--- src/rtl/alu_seq.sv ---
`default_nettype none
// +----------------------------------------------------------------------------+
// | Module   : alu_seq                                                         |
// | Purpose  : Handshaked ALU with registered result/flags. Single-cycle ops   |
// |            (add/sub/logic/compare/shift) complete on the accept edge;      |
// |            MUL/MULHU run an iterative shift-add multiplier for WIDTH cycles|
// | Ports    : clk, rst_n (async, active-low)                                  |
// |            in_valid/in_ready  - operand handshake (a, b, op)               |
// |            out_valid/out_ready - result handshake (result, zero, carry,    |
// |                                  overflow)                                 |
// |            busy               - multiply in progress                       |
// | Revision : 1.0 - initial release                                           |
// +----------------------------------------------------------------------------+
module alu_seq #(
  parameter int WIDTH = 32
) (
  input  logic             clk,
  input  logic             rst_n,
  input  logic             in_valid,
  output logic             in_ready,
  input  logic [WIDTH-1:0] a,
  input  logic [WIDTH-1:0] b,
  input  logic [3:0]       op,
  output logic             out_valid,
  input  logic             out_ready,
  output logic [WIDTH-1:0] result,
  output logic             zero,
  output logic             carry,
  output logic             overflow,
  output logic             busy
);

  localparam int SHW = $clog2(WIDTH);

  localparam logic [3:0] OP_ADD   = 4'd0;
  localparam logic [3:0] OP_SUB   = 4'd1;
  localparam logic [3:0] OP_AND   = 4'd2;
  localparam logic [3:0] OP_OR    = 4'd3;
  localparam logic [3:0] OP_SLT   = 4'd4;
  localparam logic [3:0] OP_SLTU  = 4'd5;
  localparam logic [3:0] OP_XOR   = 4'd6;
  localparam logic [3:0] OP_SLL   = 4'd7;
  localparam logic [3:0] OP_SRL   = 4'd8;
  localparam logic [3:0] OP_SRA   = 4'd9;
  localparam logic [3:0] OP_MUL   = 4'd10;
  localparam logic [3:0] OP_MULHU = 4'd11;

  typedef enum logic [1:0] {
    S_IDLE = 2'd0,
    S_MUL  = 2'd1,
    S_DONE = 2'd2
  } state_t;

  state_t state, state_next;

  logic accept, is_mul_op;
  logic load_alu, load_mul, start_mul;

  // ---------------------------------------------------------------------------
  // Single-cycle datapath
  // ---------------------------------------------------------------------------
  logic [WIDTH:0]   add_full, sub_full;
  logic [SHW-1:0]   shamt;
  logic [WIDTH-1:0] alu_res;
  logic             alu_c, alu_v;

  // Bit WIDTH of the zero-extended difference is the unsigned borrow (a < b).
  assign add_full = {1'b0, a} + {1'b0, b};
  assign sub_full = {1'b0, a} - {1'b0, b};
  assign shamt    = b[SHW-1:0];

  always_comb begin
    alu_res = '0;
    alu_c   = 1'b0;
    alu_v   = 1'b0;
    case (op)
      OP_ADD: begin
        alu_res = add_full[WIDTH-1:0];
        alu_c   = add_full[WIDTH];
        alu_v   = (a[WIDTH-1] == b[WIDTH-1]) && (add_full[WIDTH-1] != a[WIDTH-1]);
      end
      OP_SUB: begin
        alu_res = sub_full[WIDTH-1:0];
        alu_c   = sub_full[WIDTH];
        alu_v   = (a[WIDTH-1] != b[WIDTH-1]) && (sub_full[WIDTH-1] != a[WIDTH-1]);
      end
      OP_AND:  alu_res = a & b;
      OP_OR:   alu_res = a | b;
      OP_SLT:  alu_res = {{(WIDTH-1){1'b0}}, ($signed(a) < $signed(b))};
      OP_SLTU: alu_res = {{(WIDTH-1){1'b0}}, (a < b)};
      OP_XOR:  alu_res = a ^ b;
      OP_SLL:  alu_res = a << shamt;
      OP_SRL:  alu_res = a >> shamt;
      OP_SRA:  alu_res = WIDTH'($signed(a) >>> shamt);
      default: alu_res = '0;   // MUL ops never load from here; 12-15 give 0
    endcase
  end

  // ---------------------------------------------------------------------------
  // Iterative multiplier: multiplicand shifts left, multiplier shifts right,
  // one conditional add per cycle.
  // ---------------------------------------------------------------------------
  logic [2*WIDTH-1:0] mcand, acc, acc_step;
  logic [WIDTH-1:0]   mplier, mul_sel;
  logic [SHW-1:0]     cnt;
  logic               mul_hi, mul_last;

  assign acc_step = acc + (mplier[0] ? mcand : '0);
  assign mul_last = (cnt == SHW'(WIDTH - 1));
  assign mul_sel  = mul_hi ? acc_step[2*WIDTH-1:WIDTH] : acc_step[WIDTH-1:0];

  // ---------------------------------------------------------------------------
  // Control
  // ---------------------------------------------------------------------------
  assign in_ready  = (state == S_IDLE) || ((state == S_DONE) && out_ready);
  assign accept    = in_valid && in_ready;
  assign is_mul_op = (op == OP_MUL) || (op == OP_MULHU);
  assign out_valid = (state == S_DONE);
  assign busy      = (state == S_MUL);

  always_ff @(posedge clk or negedge rst_n) begin
    if (!rst_n) state <= S_IDLE;
    else        state <= state_next;
  end

  always_comb begin
    state_next = state;
    load_alu   = 1'b0;
    load_mul   = 1'b0;
    start_mul  = 1'b0;
    case (state)
      S_IDLE, S_DONE: begin
        // A DONE accept implies out_ready, so it doubles as the hand-off.
        if (accept) begin
          if (is_mul_op) begin
            state_next = S_MUL;
            start_mul  = 1'b1;
          end else begin
            state_next = S_DONE;
            load_alu   = 1'b1;
          end
        end else if ((state == S_DONE) && out_ready) begin
          state_next = S_IDLE;
        end
      end
      S_MUL: begin
        if (mul_last) begin
          state_next = S_DONE;
          load_mul   = 1'b1;
        end
      end
      default: state_next = S_IDLE;
    endcase
  end

  // ---------------------------------------------------------------------------
  // Datapath registers
  // ---------------------------------------------------------------------------
  always_ff @(posedge clk or negedge rst_n) begin
    if (!rst_n) begin
      mcand    <= '0;
      mplier   <= '0;
      acc      <= '0;
      cnt      <= '0;
      mul_hi   <= 1'b0;
      result   <= '0;
      zero     <= 1'b0;
      carry    <= 1'b0;
      overflow <= 1'b0;
    end else begin
      if (start_mul) begin
        mcand  <= {{WIDTH{1'b0}}, a};
        mplier <= b;
        acc    <= '0;
        cnt    <= '0;
        mul_hi <= (op == OP_MULHU);
      end else if (state == S_MUL) begin
        acc    <= acc_step;
        mcand  <= mcand << 1;
        mplier <= mplier >> 1;
        cnt    <= cnt + SHW'(1);   // wraps back to 0 on the final step
      end

      if (load_alu) begin
        result   <= alu_res;
        zero     <= (alu_res == '0);
        carry    <= alu_c;
        overflow <= alu_v;
      end else if (load_mul) begin
        result   <= mul_sel;
        zero     <= (mul_sel == '0);
        carry    <= 1'b0;
        overflow <= 1'b0;
      end
    end
  end

endmodule
`default_nettype wire

--- config.mk ---
export PLATFORM = sky130hd
export DESIGN_NAME = alu_seq
export DESIGN_NICKNAME = d
export VERILOG_FILES = /design/src/rtl/alu_seq.sv
export SDC_FILE = /design/constraint.sdc
export NUM_CORES = 1
export LEC_CHECK = 0
export CORE_MARGIN = 8
export CORE_UTILIZATION = 40
export CTS_CLUSTER_DIAMETER = 50
export DETAILED_ROUTE_END_ITERATION = 7
export PLACE_DENSITY = 0.63
export SYNTH_ARGS = -nofsm -noshare
export SYNTH_HDL_FRONTEND = slang
export SYNTH_SLANG_ARGS = --single-unit
--- constraint.sdc ---
create_clock -name clk -period 5.1 [get_ports clk]
set_input_delay 1.02 -clock clk [delete_from_list [all_inputs] [get_ports clk]]
set_output_delay 1.02 -clock clk [all_outputs]
set_load 0.03 [all_outputs]
==> results of run 1 <==
Yosys cell counts (27+ instances only):
cell and instances:
nand2b_1 30, a211oi_1 41, dfrtp_1 203, nand2_1 444, a22oi_1 90, o21ai_0 226, a21o_1 48, a31oi_1 27
inv_1 108, o31ai_1 30, ha_1 170, a21oi_1 203, xor2_1 27, clkbuf_1 180, and2_1 76, mux2_2 30
nand3_1 102, xnor2_1 43, mux4_2 48, nor2_1 195, nor3_1 48, nor4_1 29, o211ai_1 37, nand4_1 51
mux2i_1 45
registers in the layout, summed over array words and instances, names as in the netlist:
| name | cells |
|---|---|
| overflow | 1 |
| result | 32 |
| carry | 1 |
| acc | 64 |
| mcand | 64 |
| zero | 1 |
| mplier | 32 |
| state | 2 |
| cnt | 5 |
| mul_hi | 1 |
per-stage QoR:
stage / std cells / TNS, ns
floorplan: 3002 / 0
global placement: 4190 / -0.453
detailed placement: 4190 / -0.612
CTS: 4258 / 0
global route: 4258 / 0
finish: 4260 / 0
path summary, 6_finish.rpt:
kind                           start   endpoint  slack, ns  cells past startpoint
max in group asynchronous      rst_n  mplier[0]       3.65                      2
max reg2reg                mplier[0]       zero       0.12                     17
min in group clk           mplier[2]  mplier[2]       0.47                      2
max                        mplier[0]       zero       0.12                     17
min                            rst_n  mcand[39]       0.42                      1
min reg2reg                mplier[2]  mplier[2]       0.47                      2
area by class of cell:
class                      instances  share of cell area
tap                              765              0.0317
antenna                            2            0.000166
sequential                       203               0.168
inverter                         109              0.0136
clock buffer                      41              0.0322
timing repair buffer             659               0.186
clock inverter                    27             0.00953
multi-input combinational       2454               0.559
power by group:
part / internal, µW / switching (µW)
Sequential: 2300 / 564
Clock: 1530 / 1030
Combinational: 2540 / 3680
logic make-up after synthesis:
logic type      count (synthesis)  share of synthesized area
mux                           138                     0.0967
simple gates                 1106                      0.227
compound gates                967                      0.277
buf+inv                       345                     0.0601
flops                         203                      0.219
xor+xnor                       70                     0.0264
fa+ha+maj                     173                     0.0941
worst reg2reg max path: stages (launching register included):
cell,delay (ns)
dfrtp_2,0.49
buf_4,0.23
and2_1,0.17
ha_1,0.28
buf_4,0.17
nand2_1,0.14
or3_1,0.42
a2111o_1,0.32
nand4_1,0.19
a21boi_0,0.17
o41ai_1,0.51
xor2_1,0.16
a21oi_1,0.36
nand2_1,0.09
or4_1,0.63
nor4_1,0.31
buf_4,0.17
a31o_1,0.13
metal layers:
metal,vias to the layer above,part of all wire
li1,12094,-
met2,1370,0.47
met1,13086,0.38
met3,370,0.074
met5,-,0.00013
met4,2,0.068
timing repair:
| item | CTS | global route |
|---|---|---|
| endpoints found under the setup margin | 1 | 1 |
| hold buffers | 0 | 0 |
| endpoints found under the hold margin | 0 | 0 |
| gates resized for setup | 5 | 6 |
| gates cloned | 0 | 0 |
==> out/qor.txt, run 1 <==
Status - finished, final reports clean
Maximum vdd drop - 365 µV
Most Used Layer, Global Route - met2
Die ar. - 66,100 µm²
CP bufs+invs - 3
Layout Nets - 3,709
Warnings from Yosys - 0
GRT met1 Usage - 0.410
Crit end category - register
WS Path Type - reg2reg
Synth top area cells - dfrtp_1 22%, ha_1 9.2%, nand2_1 7.2%
Area Overhead vs Synth - 30.0%
Placement Cell Area - 28,900 µm²
Most common flop cell mapped by yosys - dfrtp_1
Initial antenna violation count - 4
Area of the multi-input gates - 16,900 µm²
DR iter-0 viols - 2,922
Clk_lat worst skew - 0.59 ns
Port Buffer Count - 109
Clock buffer count from CTS - 37
Clock skew - 0.0325 ns
Most used cell, CP - buf_4
Via count - 26.9k
Asr flop ratio synth - 1.00
Min Tclk post-route - 4.98 ns
Seq cells post-synth - 203
Type of the most critical hold path - in2async
Met3 usage - 0.0576
First-pass GRT wire length - 175,000 µm
Core box area - 57,600 µm²
Crit-path leading delay family - simple AND/OR/NAND/NOR gates
Mapped cell area - 23,200 µm²
Top-area cell type share of the netlist area - 0.219
Total power - 11,600 µW
Fill count - 5,595
Number of global-route vias before repair - 26.8k
Worst-margin pin slew - 1.33 ns
Cell count after synthesis - 3,002
Chip Height - 257 µm
Number of antenna-violating nets in the routed design - 0
Grt ovf - 0
Worst EP arrival - 5.51 ns
Max Fclk - 201 MHz
Syn nets - 3,247
Synth cell types - 97
Crit-path max cell delay - 0.63 ns
# IOs - 110
Pwr Density - 385 nW/µm²
FF+latch area - 5080 µm²
Core Rows - 88
Max-capacitance violation count - 0
Largest area contributor in the netlist - dfrtp_1
GR Util met2 - 0.583
CTS sink count - 203
Fin. max-slew vios - 0
Total track usage - 0.345
Post-Place Worst Slack - -0.441 ns
Max stage delay cell, worst path - or4_1
Drt total wl - 119,000 µm
Post-DR vias/cell - 6.32
RePlAce Congestion - 1.04
Clock root buffer - clkbuf_16
Layout cells sized above 1 - 0.218
Initial core utilization - 0.404
Tcrit/Tclk final - 0.977
Post-Syn Area per Cell - 7.74 µm²
1st-pass router iterations - 8
Setup Buffers After CTS - 0
Clock slew at reported path FFs - 0.06 ns
Seq/Total Area, Yosys - 0.219
Final setup margin - 0.119 ns
WP data required - 5.63 ns
Avg WL per Cell - 27.9 µm
TritonCTS clock tree - built
CTS H-tree lvls - 2
Startpoint types - register
Unrepaired setup endpoints after global routing - no
CP cell instances - buf_4 -> and2_1 -> ha_1 -> buf_4 -> nand2_1 -> or3_1 -> a2111o_1 -> nand4_1 -> a21boi_0 -> o41ai_1 -> xor2_1 -> a21oi_1 -> nand2_1 -> or4_1 -> nor4_1 -> buf_4 -> a31o_1
Finish-stage setup viols - 0
Post-synth EDFFs - 0
LEAKAGE - 0.0136 µW
Max_slew headroom - 0.103
Pin count of the biggest net entering global routing - 102
CTS max path bufs - 3
Hold Slack - 0.416 ns
Commonest cells after routing, fill and taps aside - 518 x buf_4, 444 x nand2_1, 224 x o21ai_0
Fin. Hold Viols - 0
CP max FO - 16
Post-route cell area - 30,200 µm²
Die span in x - 257 µm
Final core utilization - 0.525
HPWL Detailed - 94,700 µm
Commonest non-fill, non-tap cell in the layout - buf_4
Post-route DRC - 0
Note: power is estimated with default switching activity, not from simulation.
==> run 2: changes to the inputs <==
CORE_UTILIZATION = 47   (was 40)
PLACE_DENSITY = 0.71   (was 0.63)
==> out/qor.txt, run 2 (synthesis results as in run 1) <==
Status - finished, final reports clean
Worst EP arrival - 5.46 ns (-0.05 ns)
FF+latch area - 5080 µm² (unchanged)
Fill count - 4,484 (-20%)
Core Rows - 81 (-8.0%)
Post-route DRC - 0 (unchanged)
CTS max path bufs - 3 (unchanged)
Die span in x - 238 µm (-7.3%)
Layout cells sized above 1 - 0.209 (-0.00852)
# IOs - 110 (unchanged)
Worst reg2reg path endpoint - zero
Worst R2R Setup Slack - 0.13 ns (about the same)
Clk_lat worst skew - 0.57 ns (-0.02 ns)
Max Fclk - 201 MHz (+0.27%)
Initial antenna violation count - 7 (+3)
Final core utilization - 0.608 (+0.0831)
Area Overhead vs Synth - 27.7%
Pin count of the biggest net entering global routing - 112 (+9.8%)
Chip Height - 238 µm (-7.3%)
WP data required - 5.60 ns (-0.03 ns)
Post-route cell area - 29,700 µm² (-1.7%)
Layout Nets - 3,663 (-1.2%)
Port Buffer Count - 109 (unchanged)
Clock skew - 0.0197 ns (-0.0129 ns)
Die ar. - 56,800 µm² (-14%)
WS Path Type - reg2reg
CTS H-tree lvls - 2 (unchanged)
Final setup margin - 0.133 ns (+0.0136 ns)
Number of global-route vias before repair - 27.2k (+1.4%)
Clock buffer count from CTS - 34 (-8.1%)
Setup Buffers After CTS - 0 (unchanged)
Core box area - 48,800 µm² (-15%)
Finish-stage setup viols - 0 (unchanged)
Hold_buf cts - 0 (unchanged)
Total power - 11,500 µW (-0.85%)
Commonest non-fill, non-tap cell in the layout - buf_4
Initial core utilization - 0.476 (+0.0722)
Fin. Hold Viols - 0 (unchanged)
RePlAce Congestion - 1.14 (+9.2%)
Avg WL per Cell - 28.3 µm (+1.3%)
DR iter-0 viols - 3,492 (+20%)
1st-pass router iterations - 6 (-2)
LEAKAGE - 0.0134 µW (-1.7%)
Max-capacitance violation count - 0 (unchanged)
Min Tclk post-route - 4.97 ns (-0.0136 ns)
TritonCTS clock tree - built
Drt total wl - 116,000 µm (-2.2%)
Commonest cells after routing, fill and taps aside - 483 x buf_4, 444 x nand2_1, 224 x o21ai_0
Worst setup path end - zero
Clock slew at reported path FFs - 0.06 ns (about the same)
First-pass GRT wire length - 173,000 µm (-1.4%)
Number of antenna-violating nets in the routed design - 0 (unchanged)
Biggest regs - acc: 64 flops, mcand: 64 flops
Reg2reg start - mplier[0]
Type of the most critical hold path - in2async
Maximum vdd drop - 370 µV (+1.4%)
Via count - 27.5k (+2.2%)
Crit end category - register
Max_slew headroom - 0.262 (+0.158)
Worst-margin pin slew - 1.09 ns (-0.234 ns)
Post-Place Worst Slack - -0.365 ns (+0.0767 ns)
Placement Cell Area - 28,300 µm² (-1.9%)
Crit path from - mplier[0]
Area of the multi-input gates - 16,900 µm² (+0.29%)
Setup tns final - 0 ns (unchanged)
Worst reg-to-reg path cell count - 15 (-2)
CTS sink count - 203 (unchanged)
Fin. max-slew vios - 0 (unchanged)
Tcrit/Tclk final - 0.974 (-0.00267)
Pwr Density - 389 nW/µm² (+0.90%)
CP max FO - 14 (-2)
Clock root buffer - clkbuf_16
Startpoint types - register
Grt ovf - 0 (unchanged)
Post-DR vias/cell - 6.69 (+5.9%)
Total track usage - 0.398 (+0.0521)
HPWL Detailed - 90,200 µm (-4.8%)
-- run 2: power by group --
group / internal [µW] / switching, µW / total, µW
Sequential: 2300 / 555 / 2860
Clock: 1550 / 992 / 2540
Combinational: 2440 / 3710 / 6140
-- run 2: area by class of cell --
type	instances	share of cell area
well taps	664	0.0280
flip-flops and latches	203	0.171
inverters	109	0.0139
clock buffers	41	0.0313
diodes	4	0.000337
multi-input cells	2454	0.570
repair buffers	616	0.175
clock inverters	21	0.0102
-- run 2: stage by stage --
| step | instances | hold slack [ns] |
|---|---|---|
| CTS | 4108 | 0.475 |
| floorplan | 3002 | 0.446 |
| global route | 4109 | 0.493 |
| global placement | 4046 | 0.458 |
| detailed placement | 4046 | 0.463 |
| finish | 4112 | 0.467 |
-- run 2: worst max-delay path: stages (launching register included) --
cell and delay, ns:
dfrtp_2 0.48, buf_4 0.19, and2_1 0.16, ha_1 0.38, o21ai_0 0.15, or2_2 0.33
a2111oi_1 0.50, nor3_2 0.16, o32ai_1 0.30, nor2_1 0.16, xor2_2 0.32, o2111ai_1 0.23
or4b_1 0.53, or4_1 0.49, nor4_2 0.34, a31o_1 0.18
-- run 2: per-layer routing --
metal	GRT usage	vias up	routed length (µm)	part of all wire
li1	-	11991	-	-
met1	0.462	13159	42400	0.37
met2	0.634	1798	51900	0.45
met3	0.0944	566	11200	0.096
met4	0.300	4	10600	0.092
met5	0	-	25	0.00022
-- run 2: repair_timing --
action / in CTS / in global routing
pin swaps: 0 / 5
cloned: 0 / 0
resized for setup: 3 / 22
endpoints found under the setup margin: 1 / 2
-- run 2: worst min-delay path by stage --
| stage | from | to | slack [ns] | depth (start not counted) |
|---|---|---|---|---|
| finish | rst_n | mcand[40] | 0.47 | 1 |
| floorplan | mplier[10] | mplier[10] | 0.45 | 2 |
| CTS | mplier[22] | mplier[22] | 0.48 | 2 |
| global placement | mplier[8] | mplier[8] | 0.46 | 2 |
| detailed placement | mplier[6] | mplier[6] | 0.46 | 2 |
| global route | mplier[22] | mplier[22] | 0.49 | 2 |
